--- config.mk ---
export PLATFORM = sky130hd
export DESIGN_NAME = cicero_spi_loader
export DESIGN_NICKNAME = d
export VERILOG_FILES = /design/src/rtl/cicero_spi_loader.sv
export SDC_FILE = /design/constraint.sdc
export NUM_CORES = 1
export LEC_CHECK = 0
export BUFFER_PORTS_ARGS = -buffer_cell sky130_fd_sc_hd__buf_4
export CAP_MARGIN = 20
export CORE_MARGIN = 8
export CORE_UTILIZATION = 55
export CTS_BUF_LIST = sky130_fd_sc_hd__clkbuf_8
export CTS_CLUSTER_SIZE = 10
export DETAILED_ROUTE_END_ITERATION = 8
export PLACE_DENSITY = 0.73
export SYNTH_ARGS = -nofsm -noshare
export SYNTH_HDL_FRONTEND = slang
export SYNTH_SLANG_ARGS = --single-unit
--- constraint.sdc ---
create_clock -name clk -period 2.8 [get_ports clk]
set_input_delay 0.42 -clock clk [delete_from_list [all_inputs] [get_ports clk]]
set_output_delay 0.42 -clock clk [all_outputs]
set_load 0.02 [all_outputs]
--- src/rtl/cicero_spi_loader.sv ---
// SPI mode-0 loader for the Cicero engine: opcode decode, auto-addressed byte FIFO, start pulse, status readback.
// Optional feature macro: CICERO_LOADER_CHECKSUM_EN (payload checksum returned after the status byte).
module cicero_spi_loader #(
    parameter int ADDR_W     = 10,
    parameter int FIFO_DEPTH = 8
) (
    input  logic              clk,
    input  logic              reset_n,
    input  logic              spi_sck,
    input  logic              spi_cs_n,
    input  logic              spi_mosi,
    output logic              spi_miso,
    output logic              o_wr_valid,
    output logic              o_wr_sel,
    output logic [ADDR_W-1:0] o_wr_addr,
    output logic [7:0]        o_wr_byte,
    input  logic              i_wr_ready,
    output logic              o_start,
    input  logic [5:0]        i_status
);

    localparam int PTR_W   = (FIFO_DEPTH > 1) ? $clog2(FIFO_DEPTH) : 1;
    localparam int CNT_W   = PTR_W + 1;
    localparam int ENTRY_W = 1 + ADDR_W + 8;

    typedef enum logic [2:0] {
        WAIT_CS,
        IDLE,
        CMD,
        WCODE,
        WDATA,
        STATUS,
        DISCARD
    } state_e;

    logic [1:0]         sck_sync_q;
    logic [1:0]         cs_sync_q;
    logic [1:0]         mosi_sync_q;
    logic               sck_prev_q;
    logic               rise_q;
    logic               fall_q;

    state_e             state_q;
    logic [2:0]         bit_cnt_q;
    logic [7:0]         shift_q;
    logic [7:0]         tx_q;
    logic               sel_q;
    logic               push_q;
    logic [7:0]         push_byte_q;

    logic [ENTRY_W-1:0] mem_q [FIFO_DEPTH];
    logic [PTR_W-1:0]   rd_ptr_q;
    logic [PTR_W-1:0]   wr_ptr_q;
    logic [CNT_W-1:0]   count_q;
    logic [CNT_W-1:0]   count_d;
    logic [ADDR_W-1:0]  wr_addr_q;
    logic               overflow_q;
    logic               start_pending_q;

`ifdef CICERO_LOADER_CHECKSUM_EN
    logic [7:0]         csum_q;
    logic               csum_sent_q;
`endif

    logic               cs_high;
    logic               byte_done;
    logic [7:0]         rx_byte;
    logic               in_cmd;
    logic               code_open;
    logic               start_arm;
    logic               status_take;
    logic               fifo_empty;
    logic               fifo_full;
    logic               pop;
    logic               accept;
    logic               ovf_event;
    logic [7:0]         status_byte;

    // Edges are registered so SCK activity reaches the FSM three clocks after the pin toggles.
    always_ff @(posedge clk or negedge reset_n) begin
        if (!reset_n) begin
            sck_sync_q  <= '0;
            cs_sync_q   <= '0;
            mosi_sync_q <= '0;
            sck_prev_q  <= 1'b0;
            rise_q      <= 1'b0;
            fall_q      <= 1'b0;
        end else begin
            sck_sync_q  <= {sck_sync_q[0], spi_sck};
            cs_sync_q   <= {cs_sync_q[0], spi_cs_n};
            mosi_sync_q <= {mosi_sync_q[0], spi_mosi};
            sck_prev_q  <= sck_sync_q[1];
            rise_q      <= sck_sync_q[1] & ~sck_prev_q;
            fall_q      <= ~sck_sync_q[1] & sck_prev_q;
        end
    end

    assign cs_high     = cs_sync_q[1];
    assign rx_byte     = {shift_q[6:0], mosi_sync_q[1]};
    assign byte_done   = (state_q != WAIT_CS) && !cs_high && rise_q && (bit_cnt_q == 3'd7);
    assign in_cmd      = byte_done && (state_q == CMD);
    assign code_open   = in_cmd && ((rx_byte == 8'h01) || (rx_byte == 8'h02));
    assign start_arm   = in_cmd && (rx_byte == 8'h03);
    assign status_take = in_cmd && (rx_byte == 8'h04);

    assign fifo_empty  = (count_q == '0);
    assign fifo_full   = (count_q == CNT_W'(FIFO_DEPTH));
    assign pop         = o_wr_valid && i_wr_ready;
    assign accept      = push_q && (!fifo_full || pop);
    assign ovf_event   = push_q && fifo_full && !pop;
    assign status_byte = {overflow_q, fifo_empty, i_status};

    assign o_wr_valid  = !fifo_empty;
    assign {o_wr_sel, o_wr_addr, o_wr_byte} = mem_q[rd_ptr_q];

    // WAIT_CS keeps a frame that was already in flight at reset from being decoded.
    always_ff @(posedge clk or negedge reset_n) begin
        if (!reset_n) begin
            state_q     <= WAIT_CS;
            bit_cnt_q   <= '0;
            shift_q     <= '0;
            tx_q        <= '0;
            spi_miso    <= 1'b0;
            sel_q       <= 1'b0;
            push_q      <= 1'b0;
            push_byte_q <= '0;
`ifdef CICERO_LOADER_CHECKSUM_EN
            csum_sent_q <= 1'b0;
`endif
        end else begin
            push_q <= 1'b0;
            if (cs_high) begin
                state_q   <= IDLE;
                bit_cnt_q <= '0;
                shift_q   <= '0;
                tx_q      <= '0;
                spi_miso  <= 1'b0;
            end else if (state_q != WAIT_CS) begin
                if (state_q == IDLE) begin
                    state_q <= CMD;
                end
                if (rise_q) begin
                    shift_q   <= rx_byte;
                    bit_cnt_q <= bit_cnt_q + 3'd1;
                end
                if (fall_q && (state_q == STATUS) && (bit_cnt_q != 3'd0)) begin
                    spi_miso <= tx_q[6];
                    tx_q     <= {tx_q[6:0], 1'b0};
                end
                if (byte_done) begin
                    case (state_q)
                        CMD: begin
                            case (rx_byte)
                                8'h01: begin
                                    state_q <= WCODE;
                                    sel_q   <= 1'b0;
                                end
                                8'h02: begin
                                    state_q <= WDATA;
                                    sel_q   <= 1'b1;
                                end
                                8'h04: begin
                                    state_q  <= STATUS;
                                    tx_q     <= status_byte;
                                    spi_miso <= status_byte[7];
`ifdef CICERO_LOADER_CHECKSUM_EN
                                    csum_sent_q <= 1'b0;
`endif
                                end
                                default: state_q <= DISCARD;
                            endcase
                        end
                        WCODE, WDATA: begin
                            push_q      <= 1'b1;
                            push_byte_q <= rx_byte;
                        end
                        STATUS: begin
`ifdef CICERO_LOADER_CHECKSUM_EN
                            if (!csum_sent_q) begin
                                tx_q        <= csum_q;
                                spi_miso    <= csum_q[7];
                                csum_sent_q <= 1'b1;
                            end else begin
                                tx_q     <= '0;
                                spi_miso <= 1'b0;
                            end
`else
                            tx_q     <= '0;
                            spi_miso <= 1'b0;
`endif
                        end
                        default: ;
                    endcase
                end
            end
        end
    end

    always_comb begin
        count_d = count_q;
        if (accept && !pop) begin
            count_d = count_q + CNT_W'(1);
        end else if (!accept && pop) begin
            count_d = count_q - CNT_W'(1);
        end
    end

    // A push that lands while the FIFO is full and not draining is dropped and flagged.
    always_ff @(posedge clk or negedge reset_n) begin
        if (!reset_n) begin
            for (int i = 0; i < FIFO_DEPTH; i++) begin
                mem_q[i] <= '0;
            end
            rd_ptr_q   <= '0;
            wr_ptr_q   <= '0;
            count_q    <= '0;
            wr_addr_q  <= '0;
            overflow_q <= 1'b0;
`ifdef CICERO_LOADER_CHECKSUM_EN
            csum_q     <= '0;
`endif
        end else begin
            count_q <= count_d;
            if (pop) begin
                rd_ptr_q <= rd_ptr_q + PTR_W'(1);
            end
            if (accept) begin
                mem_q[wr_ptr_q] <= {sel_q, wr_addr_q, push_byte_q};
                wr_ptr_q        <= wr_ptr_q + PTR_W'(1);
            end
            if (code_open) begin
                wr_addr_q <= '0;
            end else if (accept) begin
                wr_addr_q <= wr_addr_q + ADDR_W'(1);
            end
`ifdef CICERO_LOADER_CHECKSUM_EN
            if (code_open) begin
                csum_q <= '0;
            end else if (accept) begin
                csum_q <= csum_q + push_byte_q;
            end
`endif
            if (ovf_event) begin
                overflow_q <= 1'b1;
            end else if (status_take) begin
                overflow_q <= 1'b0;
            end
        end
    end

    // The start pulse waits until every queued byte has been taken by the engine.
    always_ff @(posedge clk or negedge reset_n) begin
        if (!reset_n) begin
            o_start         <= 1'b0;
            start_pending_q <= 1'b0;
        end else begin
            o_start <= 1'b0;
            if ((start_arm || start_pending_q) && fifo_empty) begin
                o_start         <= 1'b1;
                start_pending_q <= 1'b0;
            end else if (start_arm) begin
                start_pending_q <= 1'b1;
            end
        end
    end

endmodule

==> impl.org <==
** Hold path
- The min-delay analysis places its worst path in the category primary input to flop.
- Hold path startpoint :: i_wr_ready

** Clocking
- Inserted Clock Buffers :: 36
- The clock passes through at most 3 buffers.
- The clock net in this run drives a total of 215 sinks.
- At the later pin of the worst-skew pair, clock insertion delay measures 0.52 ns.
- Once the clock tree was built, the setup fixing pass inserted 0 buffers.
- In this run the number of H-tree levels came out at 2.
- The tree is rooted in a clkbuf_8.
- TritonCTS clock tree :: yes
- Clock-pin slew was measured on the worst setup and hold paths at 0.06 ns.

** Detailed routing
- Wire length after detailed routing :: 20.5 mm
- The first TritonRoute pass finished after 4 iterations.
- Per-cell via count in the routed design :: 5.88
- Remaining antenna violation count :: 0
- Total DRC errors in the routed layout :: 0
- Number of design-rule violations left by the first detailed-router iteration :: approximately 360
- For this block, the via count after detailed routing is 5841.
- In the final routed layout, each cell accounts on average for 20.6 um.

** Run status
- Run status :: complete, no violations

** Yosys
- Post-Syn Instances :: 690
- Number of enable-type register cells in the synthesized netlist :: 0
- In this run, synthesis produced a sequential element count of 215.
- After synthesis, flip-flops and latches occupy 54.1% of the total area.
- After synthesis the cells add up to 9950 um^2.
- Net count after synthesis :: 712
- Async set-reset flop share out of synthesis :: 100%
- Most frequently used flop master after synthesis :: dfrtp_1
- Yosys cell types :: 61
- For this run, the number of Yosys warnings is 0.
- Dividing the synthesized area by the synthesized cell count gives between 10 and 15 um^2.

** Floorplanning
- In this run the vertical extent of the chip is 151 um.
- The die covers around 23000 um^2.
- 34 I/O pins were placed.
- Die width :: 151 um
- Area of the core region :: 17800 um^2
- For this configuration, the core starts out at a cell density of roughly 56%.
- The initialized floorplan defines 49 standard-cell rows.

** Placed design
- Post-detailed-placement half-perimeter wirelength :: 12.9 mm
- Placed inst area :: 10500 um^2
- Placer's final routability congestion estimate :: just under 0.8
- At the placement stage, the worst setup path has a slack of 0.112 ns.
- Number of cells after detailed placement :: 925
- IO buf count :: 33

** Finish
- Number of inserted diodes :: 0
- In the layout the commonest cells are 212 x dfrtp_1, 159 x mux2_2, 46 x clkbuf_8, 46 x buf_4, 38 x mux4_2.
- Leaving out fill and tap cells, the most frequent cell in the layout is dfrtp_1.
- Layout-stage area growth over the synthesis result :: 13.4%
- Layout cell share with drive strength beyond 1 :: 44.2%
- Leaving out filler cells and counting taps, the final layout contains around 990.
- Cells fill 63.2% of the core in the end.
- Total of fill cells in the finished design :: 1322
- Post-layout net count :: 760
- Area of all placed cells without fillers :: between 10000 and 15000 um^2

** Pwr
- Worst IR Drop VDD :: 423 uV
- Leakage power :: roughly 5.5 nW
- Overall Power :: around 7.2 mW
- Dividing total power by cell area gives a power density of 637 nW/um^2.

** STA
- RSZ-0062 raised after global routing :: false
- At the pin with the least slew margin, the transition time is 0.822 ns.
- Setup violations remaining at the end of the flow were counted as 0.
- Number of pins exceeding their max-slew limit in the final report :: 0
- Portion of the clock cycle consumed by the worst path in the final layout :: between 90% and 100%
- Tightest hold margin :: 0.190 ns
- After layout, the worst setup slack is 0.164 ns.
- Setup total negative slack on the finished layout was measured at 0 ns.
- Max frequency :: 0.379 GHz
- For the finished layout, the period the worst path requires is 2.64 ns.
- Setup Skew :: 0.0151 ns
- Measured against its own limit, the worst slew margin works out to 45.1%.
- Final hold violation count :: 0

** Job
- MaxCap Viol Count :: 0

** Critical path
- Tracing the worst setup path back leads to its startpoint at count_q[1]$_DFFE_PN0P_.
- STA classifies the critical path endpoint as a flop.
- Data on the critical path is required at its endpoint by around 3.2 ns.
- Critical path fanouts, max :: 5
- Type of element launching the critical path :: flop
- Worst setup path class :: flop to flop
- For flop-to-flop paths, the worst setup slack is 0.16 ns.
- Endpoint arrival time on the critical path :: just over 3 ns
- In this run the critical register-to-register path is launched from count_q[1]$_DFFE_PN0P_.

** GRT
- In the global route stage, overall resource usage came out at 19.0%.
- For this run the aggregate overflow at the end of global routing stands at 0.
- Vias in the first global route :: roughly 6400
- Pin count of the biggest net entering global routing :: 73
- The number of antenna violations at the first check in global routing was 0.
- The first global-routing pass estimated roughly 34 mm of wire.
-- sequential cells by signal, indices dropped and copies added (netlist names) --
signal	flops
bit_cnt_q	3
count_q	4
cs_sync_q	2
fall_q	1
mem_q	152
mosi_sync_q	2
o_start	1
overflow_q	1
push_byte_q	8
push_q	1
rd_ptr_q	3
rise_q	1
sck_prev_q	1
sck_sync_q	2
sel_q	1
shift_q	7
spi_miso	1
start_pending_q	1
state_q	3
tx_q	7
wr_addr_q	10
wr_ptr_q	3
-- cells in the mapped netlist, types with 3 or more instances --
master | instances | share of area (%)
ha_1 | 9 | 1.1
nand2_1 | 29 | 1.1
mux4_2 | 38 | 8.6
o31ai_1 | 6 | 0.45
inv_1 | 8 | 0.30
xor2_1 | 5 | 0.44
nor2_1 | 27 | 1.0
a21oi_1 | 11 | 0.55
nand3_1 | 7 | 0.35
xnor2_1 | 15 | 1.3
nand2b_1 | 4 | 0.25
a21o_1 | 7 | 0.53
mux2_4 | 10 | 1.5
buf_6 | 8 | 0.91
buf_2 | 15 | 0.75
mux2_2 | 159 | 18
a22o_1 | 19 | 1.7
o21ai_0 | 17 | 0.85
nand4_1 | 5 | 0.31
clkbuf_1 | 22 | 0.83
nor3_1 | 3 | 0.15
nor2b_1 | 5 | 0.31
dfrtp_1 | 215 | 54
buf_4 | 3 | 0.23
-- path summary, 6_finish.rpt --
check	cells after the start	to
setup / recovery	12	count_q[3]$_DFFE_PN0P_
hold / removal	3	rd_ptr_q[2]$_DFFE_PN0P_
setup reg to reg	12	count_q[3]$_DFFE_PN0P_
hold reg to reg	0	sck_sync_q[1]$_DFF_PN0_
max in group asynchronous	3	mem_q[24]$_DFFE_PN0P_
min in group asynchronous	2	mem_q[93]$_DFFE_PN0P_
-- power breakdown --
group | leakage, nW | total (mW) | switching (mW) | internal (mW)
Sequential | 2.96 | 3.31 | 0.117 | 3.19
Clock | 0.426 | 2.75 | 1.21 | 1.54
Combinational | 2.11 | 1.13 | 0.614 | 0.515
Total | 5.49 | 7.19 | 1.94 | 5.25
-- worst max-delay path: stages, from the launching register on --
cell     delay, ns
dfrtp_2       0.44
or3_4         0.43
nor2_1        0.18
inv_2         0.10
nand2_2       0.11
ha_1          0.20
inv_1         0.10
ha_1          0.28
a21o_1        0.18
a21oi_1       0.17
xnor2_1       0.13
nor2_1        0.06
xor2_1        0.14
-- routing by layer --
metal  up-vias  global-route usage (%)  part of all wire, %
li1       2616                       -                    -
met1      3051                    23.8                   42
met2       133                    32.1                   51
met3        41                    4.12                  4.6
met4         0                    6.85                  2.4
met5         -                       0                    0
-- timing repair --
action                     CTS  global route
gates resized for setup      0             4
hold endpoints to repair    72             0
setup endpoints to repair    0             1
hold buffers                 4             0
-- cell type report --
| type | count | area [um^2] | share of cell area (%) |
|---|---|---|---|
| clock buffer | 45 | 619 | 5.49 |
| timing repair buffer | 60 | 587 | 5.20 |
| clock inverter | 20 | 111 | 0.987 |
| multi-input combinational | 416 | 4260 | 37.7 |
| sequential | 215 | 5380 | 47.7 |
| inverter | 9 | 36.3 | 0.322 |
| tap | 229 | 287 | 2.54 |
-- kinds of logic (layout without fill, tap and decap cells) --
group / Yosys count / in the layout / share of synthesized area [%]
fa+ha+maj: 10 / 10 / 1.33
flops: 215 / 215 / 54.1
buf+inv: 59 / 134 / 3.32
compound gates: 71 / 71 / 5.08
simple gates: 106 / 106 / 6.13
mux: 209 / 209 / 28.3
xor+xnor: 20 / 20 / 1.76
No activity file was read; power rests on OpenSTA's default activity.
